### src/rtl/fetch_pkg.sv
// Shared types and constants for the instruction fetch stage.
package fetch_pkg;

    localparam int unsigned FETCH_WIDTH = 32;
    localparam int unsigned FETCH_DEPTH = 2;

    typedef struct packed {
        logic [FETCH_WIDTH-1:0] pc;
        logic [FETCH_WIDTH-1:0] instr;
        logic                   fault;
    } fetch_entry_t;

    typedef enum logic [1:0] {
        IDLE,
        WAIT,
        DROP
    } fetch_state_e;

endpackage

### src/rtl/fetch_fifo.sv
// Synchronous FIFO of fetch entries with a registered head output and
// synchronous flush. DEPTH must be a power of two.
module fetch_fifo
    import fetch_pkg::*;
#(
    parameter int unsigned DEPTH = FETCH_DEPTH
) (
    input  logic                       clk,
    input  logic                       rst,
    input  logic                       push,
    input  fetch_entry_t               push_data,
    input  logic                       pop,
    input  logic                       flush,
    output fetch_entry_t               head,
    output logic                       head_valid,
    output logic [$clog2(DEPTH+1)-1:0] count
);

    localparam int unsigned PW = $clog2(DEPTH);
    localparam int unsigned CW = $clog2(DEPTH+1);

    fetch_entry_t  mem [DEPTH];
    logic [PW-1:0] rd_ptr;
    logic [PW-1:0] wr_ptr;
    logic [PW-1:0] rd_ptr_next;
    logic [CW-1:0] count_next;
    logic          do_push;
    logic          do_pop;
    fetch_entry_t  head_next;

    always_comb begin
        do_pop      = pop && (count != '0);
        do_push     = push && ((count < CW'(DEPTH)) || do_pop);
        rd_ptr_next = rd_ptr + PW'(do_pop);
        count_next  = count + CW'(do_push) - CW'(do_pop);
        // The pushed word becomes the new head when it lands in the slot
        // the read pointer is about to point at.
        if (count_next == '0) begin
            head_next = '0;
        end else if (do_push && (wr_ptr == rd_ptr_next)) begin
            head_next = push_data;
        end else begin
            head_next = mem[rd_ptr_next];
        end
    end

    always_ff @(posedge clk) begin
        if (do_push && !flush) begin
            mem[wr_ptr] <= push_data;
        end
    end

    always_ff @(posedge clk or negedge rst) begin
        if (!rst) begin
            rd_ptr     <= '0;
            wr_ptr     <= '0;
            count      <= '0;
            head       <= '0;
            head_valid <= 1'b0;
        end else if (flush) begin
            rd_ptr     <= '0;
            wr_ptr     <= '0;
            count      <= '0;
            head       <= '0;
            head_valid <= 1'b0;
        end else begin
            rd_ptr     <= rd_ptr_next;
            wr_ptr     <= wr_ptr + PW'(do_push);
            count      <= count_next;
            head       <= head_next;
            head_valid <= (count_next != '0);
        end
    end

endmodule

### src/rtl/instr_fetch_buffer.sv
// Fetch stage: one outstanding instruction-memory read per accepted PC,
// results queued in a small FIFO toward decode; flush_i discards everything.
module instr_fetch_buffer
    import fetch_pkg::*;
#(
    parameter int unsigned WIDTH = FETCH_WIDTH,
    parameter int unsigned DEPTH = FETCH_DEPTH
) (
    input  logic             clk,
    input  logic             rst,
    input  logic [WIDTH-1:0] pc_i,
    input  logic             pc_valid_i,
    output logic             pc_ready_o,
    input  logic             flush_i,
    output logic             mem_req_o,
    output logic [WIDTH-1:0] mem_addr_o,
    input  logic             mem_gnt_i,
    input  logic             mem_rvalid_i,
    input  logic [WIDTH-1:0] mem_rdata_i,
    output logic             out_valid_o,
    input  logic             out_ready_i,
    output logic [WIDTH-1:0] out_pc_o,
    output logic [WIDTH-1:0] out_instr_o,
    output logic             out_fault_o
);

    localparam int unsigned CW = $clog2(DEPTH+1);

    fetch_state_e  state;
    fetch_state_e  state_next;
    logic [WIDTH-1:0] pending_pc;
    logic          pending_load;
    logic [CW-1:0] count;
    logic [CW:0]   occupancy;
    logic          space;
    logic          push;
    fetch_entry_t  push_data;
    fetch_entry_t  head;
    logic          head_valid;
    logic          misaligned;

    always_comb begin
        occupancy  = {1'b0, count} + (CW+1)'(state != IDLE);
        space      = occupancy < (CW+1)'(DEPTH);
        misaligned = (pc_i[1:0] != 2'b00);
    end

    always_comb begin
        state_next   = state;
        mem_req_o    = 1'b0;
        pc_ready_o   = 1'b0;
        pending_load = 1'b0;
        push         = 1'b0;
        push_data    = '0;
        case (state)
            IDLE: begin
                // rst gates the combinational handshake so nothing is offered
                // to memory or the PC source while reset is held.
                if (rst && space && pc_valid_i && !flush_i) begin
                    if (misaligned) begin
                        pc_ready_o = 1'b1;
                        push       = 1'b1;
                        push_data  = '{pc: pc_i, instr: '0, fault: 1'b1};
                    end else begin
                        mem_req_o  = 1'b1;
                        pc_ready_o = mem_gnt_i;
                        if (mem_gnt_i) begin
                            state_next   = WAIT;
                            pending_load = 1'b1;
                        end
                    end
                end
            end
            WAIT: begin
                if (flush_i) begin
                    state_next = mem_rvalid_i ? IDLE : DROP;
                end else if (mem_rvalid_i) begin
                    push       = 1'b1;
                    push_data  = '{pc: pending_pc, instr: mem_rdata_i, fault: 1'b0};
                    state_next = IDLE;
                end
            end
            DROP: begin
                if (mem_rvalid_i) begin
                    state_next = IDLE;
                end
            end
            default: state_next = IDLE;
        endcase
        mem_addr_o = mem_req_o ? pc_i : '0;
    end

    always_ff @(posedge clk or negedge rst) begin
        if (!rst) begin
            state      <= IDLE;
            pending_pc <= '0;
        end else begin
            state <= state_next;
            if (pending_load) begin
                pending_pc <= pc_i;
            end
        end
    end

    fetch_fifo #(
        .DEPTH (DEPTH)
    ) u_fifo (
        .clk        (clk),
        .rst        (rst),
        .push       (push),
        .push_data  (push_data),
        .pop        (out_ready_i && head_valid),
        .flush      (flush_i),
        .head       (head),
        .head_valid (head_valid),
        .count      (count)
    );

    always_comb begin
        out_valid_o = head_valid;
        out_pc_o    = head.pc;
        out_instr_o = head.instr;
        out_fault_o = head.fault;
    end

endmodule

### config.mk
export PLATFORM = sky130hd
export DESIGN_NAME = instr_fetch_buffer
export DESIGN_NICKNAME = d
export VERILOG_FILES = /design/src/rtl/fetch_pkg.sv /design/src/rtl/fetch_fifo.sv /design/src/rtl/instr_fetch_buffer.sv
export SDC_FILE = /design/constraint.sdc
export NUM_CORES = 1
export LEC_CHECK = 0
export ABC_AREA = 1
export CAP_MARGIN = 30
export CORE_UTILIZATION = 48
export DETAILED_ROUTE_END_ITERATION = 8
export GPL_TIMING_DRIVEN = 1
export HOLD_SLACK_MARGIN = 0.1
export MAX_ROUTING_LAYER = met4
export PLACE_DENSITY_LB_ADDON = 0.2
export SYNTH_ARGS = -nofsm -noshare
export SYNTH_HDL_FRONTEND = slang
export SYNTH_HIERARCHICAL = 1
export SYNTH_SLANG_ARGS = --single-unit
### constraint.sdc
create_clock -name clk -period 12.4 [get_ports clk]
set_input_delay 2.48 -clock clk [delete_from_list [all_inputs] [get_ports clk]]
set_output_delay 2.48 -clock clk [all_outputs]
set_load 0.03 [all_outputs]
==> flow_summary.yaml, run 1 <==
sta:
  worstMarginPinSlew_ps: 897
  setup_violations: 0
  fin_skew_ps: 10.6
  hold_viol: 0
  max_freq_mhz: 127
  fin_crit_ps: 7900
  relSlewSlack_pct: 40.2
  setup_tns_ps: 0
  rsz0062_at_grt: "false"
  maxSlewViolCount: 0
  fin_crit_sh_pct: 63.7
global_routing:
  track_usage_pct: 22.7
  grt_pass1_wl_um: 42200
  grt_pass1_vias: 8425
  antenna_found_initial: 0
  grt.overflow.total: 0
  grt_max_degree: 68
setup_path:
  worstPathRequired_ps: 9920
  reg2reg_slack_ps: 8370
  cpPeakStageDelay_ps: 690
  crit_chain: "clkdlybuf4s50_1, nor2_1, nand3_4, nor2_4, inv_2, nor2_1, clkdlybuf4s50_1"
  cp.arrival_ps: 5420
  critical_path_class: "input port to primary output"
  start_kind: "input port"
  rr_worst_depth: 15
  crit_buf_inv: 3
  timing.rr.end: "u_fifo/head[4]$_DFF_PN0_"
  slowest_stage: "clkdlybuf4s50_1"
  crit_family: "buffers and inverters"
  r2r_start: "state[1]$_DFFE_PN0P_"
  endpoint_kind: "primary output"
  worstPathMaxFanout: 32
yosys:
  synth_top_area_share_pct: 34.4
  synthMuxAreaShare_pct: 0
  yosys_warnings: 6
  yosys.area_share.simple_pct: 25.7
  synth.distinct_cells: 30
  yosys-top-cells-area: "edfxtp_1 34%, dfrtp_1 23%, nand3_1 10%, nand2_1 9.8%, inv_1 7.5%"
  avgSynthCellArea_um2: 8.45
  async_flop_share_pct: 44.4
  synth_fa_ha_area_share_pct: 0.220
  synth_area_leader_cell: "edfxtp_1"
  ys_ff_latch: 234
  synthCells: 1345
  synth_xor_area_share_pct: 0.154
  synthesis.area_um2: 11400
  synth_compound_area_share_pct: 2.08
  synth_edf_count: 130
  synth_top_family_by_area: "simple AND/OR/NAND/NOR gates"
  seq_area_frac_synth_pct: 57.3
  synth-main-ff-cell: "edfxtp_1"
clocking:
  cts.path.max_buffers: 3
  ctsHoldBuffers: 0
  clk_pin_slew_ps: 60
  cts_inserted_buffers: 24
  cts_htree_levels: 1
  clkLatencyLatePin_ps: 510
  tritoncts: "yes"
  cts-root-buf: "clkbuf_16"
  cts.repair.resized: 0
  cts.sinks: 234
  cts_setup_buffers: 0
placed_design:
  place_congestion: 0.728
  place_area_um2: 13100
  hpwl_um: 15100
  io_buffers: 168
drt:
  drc: 0
  ant_nets: 0
  viasPerCell: 4.77
  wl_met1_um: 11600
  first_iter_violations: 612
  wl_um: 25600
  first_pass_iters: 5
  vias: 8615
  wl_met2_um: 12100
  wire_per_inst_um: 14.2
  wl_met3_um: 1530
  top_layer: "met4"
cells_and_area:
  fillers: 2016
  antennaDiodeCount: 0
  syn_to_final_growth_pct: 22.0
  final_cell_mix: "297 x nand2_1, 229 x nand3_1, 227 x inv_1"
  layout_commonest_cell: "nand2_1"
  fin_area_um2: 13900
  fin_nets: 1549
  drive_gt1_share_pct: 8.23
floorplan:
  dieWidth_um: 156
  ios: 171
  core_area_um2: 22900
  initial_core_util_pct: 49.6
  std_cell_rows: 55
  die_y_um: 156
  die_area_um2: 24300
power_and_ir_drop:
  p_int_mw: 1.33
  finalPower_mw: 1.74
  power_frac_comb_pct: 10.7
  switching_share_pct: 23.8
  power.switching_uw: 415
  clockPowerShare_pct: 39.6
  pwr-share-seq_pct: 49.7
  leakage_nw: 6.32
  worst_ir_drop_vdd_mv: 0.0929
  p_per_area_nw_per_um2: 126
flow_run:
  maxCapViolCount: 0
hold_path:
  min_from: "pending_pc[1]$_DFFE_PN0P_"
  holdPathStages: 2
  hold_path_class: "register to register"
  holdPathEnd: "pending_pc[1]$_DFFE_PN0P_"
run_status:
  status: "finished, final reports clean"
area by class of cell:
class,count,area (µm²),share of cell area (%)
Timing Repair Buffer,184,1810,13.0
Tap cell,313,392,2.82
Clock buffer,41,746,5.38
Clock inverter,3,16.3,0.117
Sequential cell,234,6510,46.9
Multi-Input combinational cell,724,3250,23.4
Inverter,308,1160,8.34
worst max-delay path by stage:
stage / startpoint / end / slack [ps] / cells past startpoint
6_report: flush_i / mem_addr_o[31] / 4500 / 7
5_1_grt: flush_i / mem_addr_o[27] / 4260 / 7
4_1_cts: flush_i / mem_addr_o[31] / 4470 / 7
3_5_place_dp: flush_i / mem_addr_o[27] / 4470 / 7
3_3_place_gp: flush_i / mem_addr_o[25] / 4530 / 7
2_1_floorplan: flush_i / u_fifo/mem[0][0]$_DFFE_PP_ / 4040 / 7
cells in the mapped netlist (2+ instances only):
| cell type | n |
|---|---|
| o21a_1 | 2 |
| inv_2 | 44 |
| o21ai_0 | 9 |
| edfxtp_1 | 130 |
| dfrtp_1 | 104 |
| o21ai_1 | 15 |
| o21ai_2 | 11 |
| clkinv_1 | 37 |
| nor2_4 | 4 |
| clkbuf_1 | 13 |
| buf_2 | 38 |
| nor2_1 | 135 |
| ha_1 | 2 |
| buf_6 | 13 |
| buf_4 | 15 |
| nand2_2 | 2 |
| nand3_2 | 2 |
| nor3_1 | 4 |
| nand2_1 | 298 |
| inv_1 | 227 |
| nand3_1 | 231 |
per-stage QoR:
step	hold WS (ps)	worst slack [ps]	cells	util, %
2_1_floorplan	436	4040	1346	-
3_3_place_gp	449	4530	1762	57.1
3_5_place_dp	453	4470	1763	57.2
4_1_cts	469	4470	1807	60.5
5_1_grt	484	4260	1807	60.5
6_report	464	4500	1807	60.5
flip-flops by register name (all words and copies together), names as in the netlist:
signal	flops
state	2
u_fifo/head	65
u_fifo/wr_ptr	1
u_fifo/count	2
u_fifo/mem	130
u_fifo/rd_ptr	1
pending_pc	32
u_fifo/head_valid	1
layer usage:
layer / up-vias / global-route usage [%]
li1: 4354 / -
met1: 3964 / 30.1
met2: 264 / 37.4
met3: 33 / 2.53
met4: 0 / 5.32
met5: - / -
power by group through the flow:
| stage | registers (mW) | logic (mW) | clock network, mW |
|---|---|---|---|
| after global placement | 0.881 | 0.185 | 0 |
| after floorplan | 0.899 | 0.0947 | 0 |
| after CTS | 0.866 | 0.189 | 0.706 |
| final | 0.866 | 0.187 | 0.691 |
| after global routing | 0.870 | 0.211 | 0.738 |
| after detailed placement | 0.882 | 0.189 | 0 |
tightest hold or removal path: cells and delay by family (launching register included):
family	cells	cell delay (ps)
flip-flops	1	340
AND/OR/NAND/NOR	1	50
buffers and inverters	1	40
logic make-up (layout without fill, tap and decap cells):
logic type | count (synthesis) | in the layout
other cells | 1 | 2
compound gates | 38 | 38
simple gates | 680 | 680
flops | 234 | 234
fa+ha+maj | 2 | 2
xor+xnor | 2 | 2
buf+inv | 388 | 536
Note: power is estimated with default switching activity, not from simulation.
==> inputs of run 2 (changes only) <==
Clock period 12.4 ns to 7.48 ns, I/O delays scaled along.
==> run 2 against run 1 <==
  * Sequential share of layout area shrank 0.35 points
  * Clock-buffer cell count shrank 7
  * Non-clock buffer count grew 1
  * Critical path depth shrank 1
  * Sequential power grew 66%
  * Final area grew 0.75%
  * Via count grew 0.17%
  * Die area is the same
  * Register-to-register slack lost 4300 ps
  * Setup slack lost 2300 ps
  * Clock power grew 87%
  * Power grew 74%
  * Critical path type unchanged
==> flow_summary.yaml, run 2 (same netlist as run 1, synthesis figures left out) <==
run_status:
  status: "finished, final reports clean"
placed_design:
  io_buffers: 168
  place_congestion: 0.789
  hpwl_um: 15500
sta:
  holdWs_ps: 469
  hold_viol: 0
  fin_crit_sh_pct: 69.9
  fin_crit_ps: 5230
  maxSlewViolCount: 0
  worstMarginPinSlew_ps: 840
  setup_tns_ps: 0
  relSlewSlack_pct: 43.8
  max_freq_mhz: 191
  rsz0062_at_grt: "false"
  setup_violations: 0
  fin_skew_ps: 12.5
setup_path:
  cp.arrival_ps: 3740
  critical_path_class: "input port to primary output"
  worstPathRequired_ps: 5980
  endpoint_kind: "primary output"
  worstPathMaxFanout: 31
  start_kind: "input port"
global_routing:
  grt_pass1_vias: 8553
  grt.overflow.total: 0
  grt_max_degree: 68
  track_usage_pct: 23.0
  grt_pass1_wl_um: 42800
  antenna_found_initial: 0
drt:
  first_iter_violations: 514
  first_pass_iters: 5
  wire_per_inst_um: 14.4
  ant_nets: 0
  wl_met3_um: 1730
  vias: 8630
  wl_met1_um: 11500
  wl_um: 26100
  viasPerCell: 4.77
  drc: 0
  wl_met2_um: 12700
  top_layer: "met4"
power_and_ir_drop:
  finalPower_mw: 3.03
  leakage_nw: 6.37
  worst_ir_drop_vdd_mv: 0.148
  p_per_area_nw_per_um2: 217
cells_and_area:
  regMostFlops: "u_fifo/mem"
  fin_util_pct: 61.0
  layout_commonest_cell: "nand2_1"
  largest_reg_flops: 130
  reg.largest.list: "u_fifo/mem x130, u_fifo/head x65, pending_pc x32"
  antennaDiodeCount: 0
  syn_to_final_growth_pct: 23.0
  final_cell_mix: "297 x nand2_1, 229 x nand3_1, 227 x inv_1"
  drive_gt1_share_pct: 8.69
  fin_nets: 1551
clocking:
  cts_inserted_buffers: 25
  cts.path.max_buffers: 3
  cts_setup_buffers: 0
  clkLatencyLatePin_ps: 510
  cts.repair.resized: 0
  ctsHoldBuffers: 0
  cts-root-buf: "clkbuf_16"
  tritoncts: "yes"
  clk_pin_slew_ps: 60
  cts_htree_levels: 1
  cts.sinks: 234
floorplan:
  ios: 171
  die_area_um2: 24300
  std_cell_rows: 55
  dieWidth_um: 156
  initial_core_util_pct: 49.6
  core_area_um2: 22900
  die_y_um: 156
hold_path:
  hold_path_class: "register to register"
flow_run:
  maxCapViolCount: 0
-- run 2: cell count changes in the layout (fill, tap and decap cells not counted), sizes merged --
cell / delta
buf: +1
bufinv: +4
clkbuf: -7
clkinv: +4
clkinvlp: +1
inv: -1
-- run 2: report_power, final --
part,leakage [nW],internal (mW),switching (mW),total [mW]
logic,3.34,0.118,0.192,0.310
registers,2.60,1.41,0.0252,1.44
clock network,0.427,0.799,0.489,1.29
total,6.37,2.33,0.705,3.03
-- run 2: metrics by stage --
step	cells	cell area, µm²	worst slack, ps
after floorplan	1346	11400	101
after global placement	1764	13100	2260
after detailed placement	1764	13100	2230
after CTS	1809	14000	2220
after global routing	1809	14000	2050
final	1809	14000	2250
-- run 2: layer usage --
metal / global-route usage (%) / vias up
li1: - / 4362
met2: 38.8 / 261
met1: 29.9 / 3985
met3: 2.75 / 22
met5: - / -
met4: 4.67 / 0
-- run 2: worst paths after layout --
kind / slack, ps / endpoint / startpoint / cells past startpoint
min: 470 / pending_pc[17]$_DFFE_PN0P_ / pending_pc[17]$_DFFE_PN0P_ / 2
min in group asynchronous: 1020 / u_fifo/head[6]$_DFF_PN0_ / rst / 1
min reg2reg: 470 / pending_pc[17]$_DFFE_PN0P_ / pending_pc[17]$_DFFE_PN0P_ / 2
max: 2250 / mem_req_o / flush_i / 6
max in group asynchronous: 5230 / u_fifo/head[25]$_DFF_PN0_ / rst / 2
max reg2reg: 4070 / u_fifo/head[18]$_DFF_PN0_ / u_fifo/count[1]$_DFF_PN0_ / 10
-- run 2: critical path, cell delays in order --
cell	delay [ps]
clkdlybuf4s50_1	630
nor2_1	280
nand3_4	140
nor2_4	110
buf_4	320
clkdlybuf4s50_1	740
-- run 2: area by class of cell --
type	count	area, µm²
fill	2001	8940
inverter	308	1160
clock buffer	34	709
sequential	234	6510
clock inverter	11	156
tap	313	392
multi-input combinational	724	3250
timing repair buffer	185	1810
